`src/rtl/inst_mem_loader.sv`:
```
// Runtime program loader: unpacks a framed byte stream into 16-bit words for instruction memory
// and holds the core in reset until a frame loads cleanly. Optional trailing XOR byte: LOADER_CHECKSUM_EN.
module inst_mem_loader #(
  parameter int          ADDR_W    = 10,
  parameter logic [7:0]  SYNC_BYTE = 8'hA5,
  parameter bit          BOOT_HOLD = 1'b1
) (
  input  logic              clk,
  input  logic              rst,
  input  logic [7:0]        byte_i,
  input  logic              byte_valid_i,
  output logic              byte_ready_o,
  input  logic              clear_i,
  output logic              mem_we_o,
  output logic [ADDR_W-1:0] mem_addr_o,
  output logic [15:0]       mem_wdata_o,
  output logic              core_rst_o,
  output logic              done_o,
  output logic              error_o
);

  typedef enum logic [2:0] {
    IDLE, LEN_HI, LEN_LO, DATA_HI, DATA_LO, CHK, DONE, ERR
  } state_t;

`ifdef LOADER_CHECKSUM_EN
  localparam state_t END_ST = CHK;
`else
  localparam state_t END_ST = DONE;
`endif

  localparam logic [16:0] DEPTH = 17'd1 << ADDR_W;

  state_t      state, state_n;
  logic [15:0] len_q;
  logic [15:0] cnt_q;
  logic [7:0]  hi_q;
  logic        acc;
  logic [15:0] len_full;
  logic        last_word;

  assign acc       = byte_valid_i & byte_ready_o;
  assign len_full  = {len_q[15:8], byte_i};
  assign last_word = (cnt_q == len_q - 16'd1);

`ifdef LOADER_CHECKSUM_EN
  logic [7:0] chk_q;
  logic       chk_ok;
  assign chk_ok = (chk_q == byte_i);
`endif

  always_ff @(posedge clk) begin
    if (!rst) state <= IDLE;
    else      state <= state_n;
  end

  always_comb begin
    state_n = state;
    unique case (state)
      IDLE:    if (acc && byte_i == SYNC_BYTE) state_n = LEN_HI;
      LEN_HI:  if (acc) state_n = LEN_LO;
      LEN_LO:
        if (acc) begin
          if ({1'b0, len_full} > DEPTH) state_n = ERR;
          else if (len_full == 16'd0)   state_n = END_ST;
          else                          state_n = DATA_HI;
        end
      DATA_HI: if (acc) state_n = DATA_LO;
      DATA_LO: if (acc) state_n = last_word ? END_ST : DATA_HI;
`ifdef LOADER_CHECKSUM_EN
      CHK:     if (acc) state_n = chk_ok ? DONE : ERR;
`else
      CHK:     state_n = IDLE;
`endif
      DONE:    state_n = IDLE;
      ERR:     if (clear_i) state_n = IDLE;
      default: state_n = IDLE;
    endcase
  end

  // Ready and error are derived from the next state so they line up with the state they describe.
  always_ff @(posedge clk) begin
    if (!rst) begin
      byte_ready_o <= 1'b0;
      mem_we_o     <= 1'b0;
      mem_addr_o   <= '0;
      mem_wdata_o  <= '0;
      done_o       <= 1'b0;
      error_o      <= 1'b0;
      core_rst_o   <= !BOOT_HOLD;
      len_q        <= '0;
      cnt_q        <= '0;
      hi_q         <= '0;
    end else begin
      byte_ready_o <= !(state_n == DONE || state_n == ERR);
      error_o      <= (state_n == ERR);
      mem_we_o     <= 1'b0;
      unique case (state)
        IDLE:
          if (acc && byte_i == SYNC_BYTE) begin
            done_o     <= 1'b0;
            core_rst_o <= 1'b0;
            cnt_q      <= '0;
          end
        LEN_HI:  if (acc) len_q[15:8] <= byte_i;
        LEN_LO:  if (acc) len_q[7:0]  <= byte_i;
        DATA_HI: if (acc) hi_q        <= byte_i;
        DATA_LO:
          if (acc) begin
            mem_we_o    <= 1'b1;
            mem_wdata_o <= {hi_q, byte_i};
            mem_addr_o  <= cnt_q[ADDR_W-1:0];
            cnt_q       <= cnt_q + 16'd1;
          end
        DONE: begin
          done_o     <= 1'b1;
          core_rst_o <= 1'b1;
        end
        default: ;
      endcase
    end
  end

`ifdef LOADER_CHECKSUM_EN
  // Running XOR over everything after the sync byte up to the check byte.
  always_ff @(posedge clk) begin
    if (!rst) chk_q <= '0;
    else if (acc) begin
      if (state == IDLE && byte_i == SYNC_BYTE) chk_q <= '0;
      else if (state == LEN_HI || state == LEN_LO || state == DATA_HI || state == DATA_LO)
        chk_q <= chk_q ^ byte_i;
    end
  end
`endif

endmodule

```
`config.mk`:
```
export PLATFORM = sky130hd
export DESIGN_NAME = inst_mem_loader
export DESIGN_NICKNAME = d
export VERILOG_FILES = /design/src/rtl/inst_mem_loader.sv
export SDC_FILE = /design/constraint.sdc
export NUM_CORES = 1
export LEC_CHECK = 0
export ABC_AREA = 0
export BUFFER_PORTS_ARGS = -buffer_cell sky130_fd_sc_hd__clkbuf_2
export CAP_MARGIN = 20
export CORE_UTILIZATION = 62
export DETAILED_ROUTE_END_ITERATION = 8
export PLACE_DENSITY_LB_ADDON = 0.25
export SLEW_MARGIN = 25
export SYNTH_ARGS = -nofsm -noshare
export SYNTH_HDL_FRONTEND = slang
export SYNTH_SLANG_ARGS = --single-unit
```
`constraint.sdc`:
```
create_clock -name clk -period 5 [get_ports clk]
set_input_delay 0.5 -clock clk [delete_from_list [all_inputs] [get_ports clk]]
set_output_delay 0.5 -clock clk [all_outputs]
set_load 0.03 [all_outputs]
```
==> key figures, run 1 <==
Outcome
  • Status: completed

Clock network
  • Clock Path Buffers: 2
  • CTS tree: yes
  • CTS Sinks: 73
  • Hold-fix buffers at CTS: 0
  • CTS H-tree depth: 3
  • Total CTS buffers: 9
  • Clk Latency, worst-skew pair: 0.36 ns
  • Post-cts sizing count: 0
  • Clock transition at the registers of the reported paths: 0.08 ns
  • CTS root buf: clkbuf_8
  • # Post-CTS Setup Buffers: 0

Synth
  • Number of flops mapped to enable cells by yosys: 0
  • Yosys reg bits: 73
  • Largest cells by area after synthesis: dfxtp_1 (42%), nand2_1 (7.4%), mux2i_1 (7.3%)
  • FFs w/ async S/R, synth: 0
  • Post-synthesis compound-gate area fraction: 0.110
  • Adder-Cell Fraction of Synth Area: 0.00726
  • Largest family of logic cells by synthesized area: simple AND/OR/NAND/NOR gates
  • Post-synth top cells: dfxtp_1 (73), nand2_1 (68), nor2_1 (49)
  • Cell with the most instances after synthesis: dfxtp_1
  • Simple-gate portion of the synthesized area: 0.262
  • Multiplexer share of the synthesized area: 0.0726
  • Synth top area share: 0.424
  • Sequential area share after synthesis: 0.424
  • Average cell area after synthesis: 8.34 um2
  • Cell variety after synth: 47
  • Cell area after synthesis: 3450 um2
  • Synth warnings: 0
  • Syn nets: about 430
  • Cells after Synth: 413
  • Xor/xnor share of the synthesized area: 0.0864
  • Post-synth top area cell: dfxtp_1
  • Main synth FF type: dfxtp_1

Min path
  • Hold Crit Start: byte_i[2]
  • Worst min path class: primary input to flop
  • Hold path depth: 3
  • Hold Path Sink: mem_wdata_o[2]

STA
  • Period utilization: 0.565
  • Final Skew: around 0.0070 ns
  • Slew Limit Fails: 0
  • Final setup fails: 0
  • Final min period: 2.83 ns
  • Fin. Hold Viols: 0
  • Max_slew headroom: 0.551
  • Achievable Freq: 0.354 GHz
  • Worst-margin pin slew: approximately 0.67 ns
  • RSZ-0062 raised after global routing: no
  • TNS Setup: 0 ns

Detailed routing
  • DRT Pass-1 Iters: 5
  • WL final: 7950 um
  • Vias per cell: 5.90
  • Antenna Nets Post-Route: 0
  • Vias after detailed routing: 3072
  • Violation count after the first detailed-route iteration: roughly 170
  • Routed WL per cell: 15.3 um
  • Residual DRC: 0

Global routing
  • Vias in the first global route: roughly 2900
  • Met3 Resource Use GR: 0.0467
  • GRT Overall Usage: 0.295
  • Largest net degree at the start of global routing: 44
  • Initial antenna violation count: 0
  • GRT busiest layer: met2
  • Met1 Resource Use GR: 0.387
  • Aggregate global routing overflow: 0
  • GR Util met2: 0.474
  • First-pass GRT wire length: between 10000 and 15000 um

Power and ir drop
  • Leakage power: around 1.6 nW
  • Power density over the cells: 277 nW/um2
  • Maximum vdd ir drop: roughly 0.00017 V

Floorplan
  • Core ar.: 5240 um2
  • Die H: 76.6 um
  • IO Count: 43
  • DIE AREA: 5860 um2
  • Initial Util: 0.658
  • Num rows: 26
  • Die Width: 76.6 um

Critical path
  • FF-to-FF setup slack: 2.17 ns
  • Crit Reg-Reg Startpoint: state[2]
  • Worst Path Arrival: 3.06 ns
  • Critical path class: flop to flop
  • Largest fanout on the critical path: 17
  • Endpoint of the worst register-to-register path: cnt_q[9]
  • Crit. End Element: flop
  • Worst path required time: 5.23 ns
  • CP startpoint kind: flop
  • Reg2Reg Depth: 7

Cells and area
  • Area Overhead vs Synth: 12.1%
  • Filler Cell Count: 414
  • Share of cells above drive strength 1: 0.155
  • FF/Latch Area: around 1500 um2
  • Fin nets: 460
  • Final non-filler cell total: about 520
  • Area of the multi-input gates: 1860 um2
  • Diode count: 0

Placed design
  • IO Port Bufs: 42
  • Final GP Congestion: around 0.9
  • Final HPWL DP: roughly 5600 um
  • Placed cell count: 505

Job
  • Max cap viols: 0
[logic make-up after synthesis]
group | after synthesis
simple gates | 187
flops | 73
compound gates | 63
xor+xnor | 34
buf+inv | 29
mux | 25
fa+ha+maj | 2
[worst max-delay path by stage]
| stage | from | to | depth (start not counted) |
|---|---|---|---|
| after global routing | state[2] | cnt_q[12] | 7 |
| after CTS | state[2] | cnt_q[9] | 7 |
| after floorplan | len_q[8] | byte_ready_o | 7 |
| after detailed placement | state[2] | cnt_q[9] | 7 |
| after global placement | state[2] | cnt_q[13] | 7 |
| final | state[2] | cnt_q[9] | 7 |
[sequential cells by signal, summed over array words and instances, names as in the netlist]
name	count
error_o	1
cnt_q	16
len_q	16
done_o	1
byte_ready_o	1
mem_wdata_o	16
state	3
mem_we_o	1
mem_addr_o	10
hi_q	8
[where the power goes]
| group | switching, mW | internal, mW | total [mW] |
|---|---|---|---|
| Combinational | 0.0206 | 0.00626 | 0.0269 |
| Clock | 0.228 | 0.232 | 0.460 |
| Sequential | 0.000714 | 0.581 | 0.582 |
[routing by layer]
metal / share of wire / vias up
met3: 0.051 / 19
li1: - / 1489
met5: 0 / -
met4: 0.019 / 0
met1: 0.45 / 1475
met2: 0.48 / 89
[area by class of cell]
cell class	instances	area share
Sequential cell	73	0.378
Inverter	6	0.00583
Timing Repair Buffer	45	0.0602
Clock buffer	10	0.0330
Clock inverter	6	0.0175
Tap cell	70	0.0227
Multi-Input combinational cell	311	0.483
[stage by stage]
step | setup slack, ns | cell area [um2] | hold WS [ns] | total power [mW] | util
after global placement | 2.39 | 3660 | 0.442 | 0.622 | 0.699
after CTS | 2.17 | 3860 | 0.438 | 1.07 | 0.738
after detailed placement | 2.21 | 3670 | 0.447 | 0.622 | 0.700
final | 2.17 | 3860 | 0.441 | 1.07 | 0.738
after floorplan | 3.03 | 3450 | 0.432 | 0.608 | -
after global routing | 1.89 | 3860 | 0.450 | 1.10 | 0.738
[worst max-delay path, stage by stage, from the launching register on]
cell and delay (ns):
dfxtp_1 0.51, nor3b_2 0.33, nand3_1 0.52, buf_4 0.41
a21bo_1 0.30, nor4_1 0.41, xnor2_1 0.18, nor2_1 0.06
[layout by cell type, fill, tap and decap left out, drive strengths merged, types with 2 or more instances in the layout]
master,instances
clkbuf,52
nand3,18
o21ai,9
and4,2
nor3b,3
xor2,15
clkinvlp,2
xnor2,19
and3,4
inv,7
clkinv,2
nor2,49
nand4,9
nor4,8
nand2,68
or3,5
o22a,2
o21a,3
dfxtp,73
a31oi,5
nor3,13
a21oi,34
buf,3
ha,2
mux2i,25
and2,3
(Power assumes the default switching activity.)
==> run 2, diff against run 1 <==
- CORE_UTILIZATION: 62 -> 57
- clock period: 5 -> 2.85 ns (I/O delays scaled with it)
==> key figures, run 2 (synthesis gave the netlist of run 1 again) <==
Outcome
  • Status: completed (unchanged)

Critical path
  • Crit. End Element: flop (unchanged)
  • Critical Path Source: len_q[0] (was state[2])
  • Critical path class: flop to flop (unchanged)
  • CP max-delay cell: nor4b_2 (was nand3_1)
  • Crit Reg-Reg Startpoint: len_q[0] (was state[2])
  • FF-to-FF setup slack: 0.52 ns (was 2.17 ns)
  • Worst path required time: 3.10 ns (was 5.23 ns)
  • Sequence of cells on the critical path: inv_1 -> ha_1 -> nor4b_2 -> nand3_1 -> mux2i_1 -> o21ai_0 -> nand2_1 -> o21a_1 (was nor3b_2 -> nand3_1 -> buf_4 -> a21bo_1 -> nor4_1 -> xnor2_1 -> nor2_1)
  • WP depth: 8 (was 7)
  • Largest fanout on the critical path: 7 (was 17)
  • Crit path max-delay family: simple AND/OR/NAND/NOR gates (unchanged)
  • Worst stage delay on the critical path: 0.56 ns (was 0.52 ns)
  • Bufs and invs on worst path: 1 (unchanged)
  • Endpoint of the worst register-to-register path: byte_ready_o (was cnt_q[9])
  • Critical path endpoint: byte_ready_o (was cnt_q[9])
  • Reg2Reg Depth: 8 (was 7)
  • CP startpoint kind: flop (unchanged)
  • Worst Path Arrival: 2.58 ns (was 3.06 ns)

STA
  • Fin. Hold Viols: 0 (unchanged)
  • Final Skew: 0.00595 ns (was 0.00703 ns)
  • Achievable Freq: 0.429 GHz (was 0.354 GHz)
  • Final setup fails: 0 (unchanged)
  • Slew Limit Fails: 0 (unchanged)
  • Max_slew headroom: 0.514 (was 0.551)
  • Period utilization: 0.817 (was 0.565)
  • Worst-margin pin slew: 0.728 ns (was 0.668 ns)
  • TNS Setup: 0 ns (unchanged)
  • Final min period: 2.33 ns (was 2.83 ns)
  • RSZ-0062 raised after global routing: no (unchanged)

Cells and area
  • Final Instance Area: 3890 um2 (was 3860 um2)
  • Fin nets: 462 (was 460)
  • Most frequent cells in the layout: dfxtp_1 (73), nand2_1 (68), nor2_1 (49) (unchanged)
  • Top Registers: cnt_q: 16 flops, len_q: 16 flops, mem_wdata_o: 16 flops (unchanged)
  • Diode count: 0 (unchanged)
  • Final non-filler cell total: 525 (was 521)
  • Share of cells above drive strength 1: 0.159 (was 0.155)
  • Commonest non-fill, non-tap cell in the layout: dfxtp_1 (unchanged)
  • Filler Cell Count: 484 (was 414)
  • Final core occ: 0.685 (was 0.738)
  • Area Overhead vs Synth: 12.9% (was 12.1%)

Clock network
  • CTS tree: yes (unchanged)
  • Clock transition at the registers of the reported paths: 0.08 ns (about the same)
  • Total CTS buffers: 9 (unchanged)
  • CTS root buf: clkbuf_8 (unchanged)
  • Post-cts sizing count: 0 (unchanged)
  • Clk Latency, worst-skew pair: 0.35 ns (was 0.36 ns)
  • Hold-fix buffers at CTS: 0 (unchanged)
  • Clock Path Buffers: 2 (unchanged)
  • # Post-CTS Setup Buffers: 0 (unchanged)
  • CTS H-tree depth: 3 (unchanged)
  • CTS Sinks: 73 (unchanged)

Floorplan
  • DIE AREA: 6360 um2 (was 5860 um2)
  • Core ar.: 5680 um2 (was 5240 um2)
  • Num rows: 27 (was 26)
  • Die Width: 79.8 um (was 76.6 um)
  • IO Count: 43 (unchanged)
  • Initial Util: 0.607 (was 0.658)
  • Die H: 79.8 um (was 76.6 um)

Placed design
  • Placed cell area: 3690 um2 (was 3670 um2)
  • Final HPWL DP: 5770 um (was 5560 um)
  • Final GP Congestion: 0.948 (was 0.887)
  • Placed cell count: 509 (was 505)
  • IO Port Bufs: 42 (unchanged)

Job
  • Max cap viols: 0 (unchanged)

Detailed routing
  • Met2 WL post-DR: 3850 um (was 3830 um)
  • Met1 WL: 3590 um (was 3570 um)
  • Violation count after the first detailed-route iteration: 162 (was 167)
  • Vias per cell: 5.81 (was 5.90)
  • WL final: 8150 um (was 7950 um)
  • Metal3 WL: 507 um (was 406 um)
  • Max Used Layer: met4 (unchanged)
  • Residual DRC: 0 (unchanged)
  • Vias after detailed routing: 3052 (was 3072)
  • Antenna Nets Post-Route: 0 (unchanged)
  • Routed WL per cell: 15.5 um (was 15.3 um)
  • DRT Pass-1 Iters: 5 (unchanged)

Power and ir drop
  • Leakage power: 1.58 nW (was 1.57 nW)
  • Final total power: 1.88 mW (was 1.07 mW)
  • Maximum vdd ir drop: 0.000345 V (was 0.000169 V)
  • Power density over the cells: 484 nW/um2 (was 277 nW/um2)

Global routing
  • Largest net degree at the start of global routing: 36 (was 44)
  • Aggregate global routing overflow: 0 (unchanged)
  • First-pass GRT wire length: 13400 um (was 13700 um)
  • Vias in the first global route: 2773 (was 2872)
  • Initial antenna violation count: 0 (unchanged)
  • GRT Overall Usage: 0.277 (was 0.295)

Min path
  • Worst min path class: primary input to flop (unchanged)
[run 2: metal layers]
layer  global-route usage  up-vias
met5                    0        -
met4                0.139        0
met3               0.0537       22
met2                0.433      116
met1                0.364     1416
li1                     -     1498
[run 2: power by group]
part	total [mW]	switching, mW	leakage (nW)	internal, mW
Combinational	0.0530	0.0401	0.899	0.0128
Clock	0.807	0.400	0.0929	0.407
Sequential	1.02	0.00123	0.588	1.02
Total	1.88	0.441	1.58	1.44
[run 2: stage by stage]
stage	setup WS, ns	hold slack (ns)
4_1_cts	0.553	0.259
3_3_place_gp	0.669	0.442
6_report	0.521	0.278
2_1_floorplan	0.880	0.421
3_5_place_dp	0.578	0.446
5_1_grt	0.281	0.270
[run 2: cell type report]
cell class,count,area (um2),area share
clock buffers,10,128,0.0328
well taps,72,90.1,0.0232
multi-input cells,311,1860,0.478
inverters,6,22.5,0.00579
flip-flops and latches,73,1460,0.376
clock inverters,6,67.6,0.0174
repair buffers,47,260,0.0669
[run 2: how the worst min path moves through the flow]
stage,cells past startpoint,end,startpoint
after floorplan,2,mem_wdata_o[0],byte_i[0]
after global placement,2,mem_wdata_o[13],hi_q[5]
after detailed placement,2,mem_wdata_o[13],hi_q[5]
after CTS,2,state[1],rst
after global routing,3,mem_wdata_o[4],byte_i[4]
final,3,mem_wdata_o[1],byte_i[1]
[run 2: worst min-delay path, delay by kind of cell]
kind,cells,cell delay [ns]
buffers and inverters,1,0.16
and+or+nand+nor,1,0.09
AOI/OAI and AO/OA,1,0.05
==> run 3, diff against run 2 <==
- CORE_UTILIZATION: 57 -> 52
- clock period: 2.85 -> 1.98 ns (I/O delays scaled with it)
==> key figures, run 3 (synthesis gave the netlist of run 1 again) <==
Cells and area
  • Final core occ: 0.661 (was 0.685)
  • Most frequent cells in the layout: dfxtp_1 (71), nand2_1 (68), nor2_1 (49) (was dfxtp_1 (73), nand2_1 (68), nor2_1 (49))
  • Diode count: 0 (unchanged)
  • Top Registers: cnt_q: 16 flops, len_q: 16 flops, mem_wdata_o: 16 flops (unchanged)
  • Share of cells above drive strength 1: 0.234 (was 0.159)
  • Fin nets: 501 (was 462)
  • Commonest non-fill, non-tap cell in the layout: dfxtp_1 (unchanged)
  • Area Overhead vs Synth: 22.4% (was 12.9%)

STA
  • Hold Slack: 0.171 ns (was 0.278 ns)
  • Final min period: 1.97 ns (was 2.33 ns)
  • Setup ws final: 0.00771 ns (was 0.521 ns)
  • TNS Setup: 0 ns (unchanged)
  • Period utilization: 0.996 (was 0.817)
  • Max_slew headroom: 0.638 (was 0.514)
  • Slew Limit Fails: 0 (unchanged)
  • Final setup fails: 0 (unchanged)
  • Fin. Hold Viols: 0 (unchanged)
  • Final Skew: 0.00924 ns (was 0.00595 ns)
  • RSZ-0062 raised after global routing: yes (was no)
  • Worst-margin pin slew: 0.542 ns (was 0.728 ns)
  • Achievable Freq: 0.507 GHz (was 0.429 GHz)

Detailed routing
  • DRT Pass-1 Iters: 4 (was 5)
  • Routed WL per cell: 14.6 um (was 15.5 um)
  • Antenna Nets Post-Route: 0 (unchanged)
  • WL final: 8280 um (was 8150 um)
  • Residual DRC: 0 (unchanged)
  • Vias per cell: 5.50 (was 5.81)
  • Vias after detailed routing: 3127 (was 3052)
  • Violation count after the first detailed-route iteration: 108 (was 162)

Global routing
  • Aggregate global routing overflow: 0 (unchanged)
  • GRT Overall Usage: 0.252 (was 0.277)
  • Initial antenna violation count: 0 (unchanged)
  • Vias in the first global route: 2948 (was 2773)
  • Largest net degree at the start of global routing: 37 (was 36)
  • First-pass GRT wire length: 13800 um (was 13400 um)

Placed design
  • Worst slack, placed: -0.0373 ns (was 0.578 ns)
  • IO Port Bufs: 42 (unchanged)
  • Final HPWL DP: 6220 um (was 5770 um)
  • Final GP Congestion: 0.918 (was 0.948)

Clock network
  • CTS H-tree depth: 3 (unchanged)
  • Clk Latency, worst-skew pair: 0.36 ns (was 0.35 ns)
  • CTS root buf: clkbuf_8 (unchanged)
  • # Post-CTS Setup Buffers: 0 (unchanged)
  • CTS Sinks: 73 (unchanged)
  • Clock transition at the registers of the reported paths: 0.08 ns (about the same)
  • Clock Path Buffers: 2 (unchanged)
  • CTS tree: yes (unchanged)
  • Total CTS buffers: 9 (unchanged)
  • Hold-fix buffers at CTS: 0 (unchanged)

Power and ir drop
  • P_sw: 0.654 mW (was 0.441 mW)
  • Maximum vdd ir drop: 0.000598 V (was 0.000345 V)
  • Leakage power: 1.78 nW (was 1.58 nW)
  • Sw Share: 0.239 (was 0.235)
  • Pint: 2.09 mW (was 1.44 mW)
  • Comb pwr share: 0.034 (was 0.028)
  • Power density over the cells: 649 nW/um2 (was 484 nW/um2)
  • Clock power frac: 0.430 (was 0.429)
  • Seq pwr share: 0.536 (was 0.543)

Critical path
  • Largest fanout on the critical path: 3 (was 7)
  • Worst path required time: 2.24 ns (was 3.10 ns)
  • Critical path class: flop to flop (unchanged)
  • Worst Path Arrival: 2.23 ns (was 2.58 ns)
  • Crit. End Element: flop (unchanged)
  • CP startpoint kind: flop (unchanged)

Job
  • Max cap viols: 0 (unchanged)

Outcome
  • Status: completed (unchanged)

Floorplan
  • DIE AREA: 6960 um2 (was 6360 um2)
  • Die H: 83.4 um (was 79.8 um)
  • Num rows: 29 (was 27)
  • Die Width: 83.4 um (was 79.8 um)
  • IO Count: 43 (unchanged)
  • Core ar.: 6390 um2 (was 5680 um2)
  • Initial Util: 0.540 (was 0.607)

Min path
  • Worst min path class: primary input to flop (unchanged)
## run 3: routing by layer
metal,vias to the layer above,GRT usage,wire [um]
li1,1578,-,-
met1,1467,0.318,3800
met5,-,0,0
met4,0,0.129,127
met2,72,0.417,3980
met3,10,0.0378,376
## run 3: worst max-delay path: stages, from the launching register on
cell and delay, ns:
dfxtp_2 0.32, or3_4 0.38, or3_1 0.39, a221oi_2 0.29
o22a_1 0.17, nand4_2 0.14, o21a_1 0.20
## run 3: area by class of cell
class	instances	area [um2]
fill	561	2170
tap	77	96.3
clock buffer	10	128
sequential	73	1460
timing repair buffer	86	566
inverter	6	22.5
clock inverter	6	67.6
multi-input combinational	311	1880
## run 3: final timing paths
check | end | slack, ns | cells after the start | from
hold / removal | mem_wdata_o[3] | 0.17 | 3 | byte_i[3]
hold reg to reg | mem_addr_o[3] | 0.45 | 2 | mem_addr_o[3]
setup reg to reg | byte_ready_o | 0.008 | 6 | len_q[9]
setup / recovery | byte_ready_o | 0.008 | 6 | len_q[9]
## run 3: what timing repair did
action                     in CTS  in global routing
resized for setup               0                  6
pin swaps                       2                  5
setup endpoints to repair       2                 10
## run 3: through the flow
stage               instance area, um2  cells  total power, mW
floorplan                         3450    413             1.53
global placement                  4010    553             1.60
detailed placement                4010    553             1.60
CTS                               4200    569             2.75
global route                      4220    569             2.81
finish                            4220    569             2.74
## run 3: power by group through the flow
stage                     clock network [mW]  logic, mW  registers [mW]
after global routing                    1.24     0.0989            1.47
after CTS                               1.19     0.0913            1.47
after floorplan                            0     0.0284            1.51
final                                   1.18     0.0918            1.47
after detailed placement                   0     0.0913            1.50
after global placement                     0     0.0909            1.50
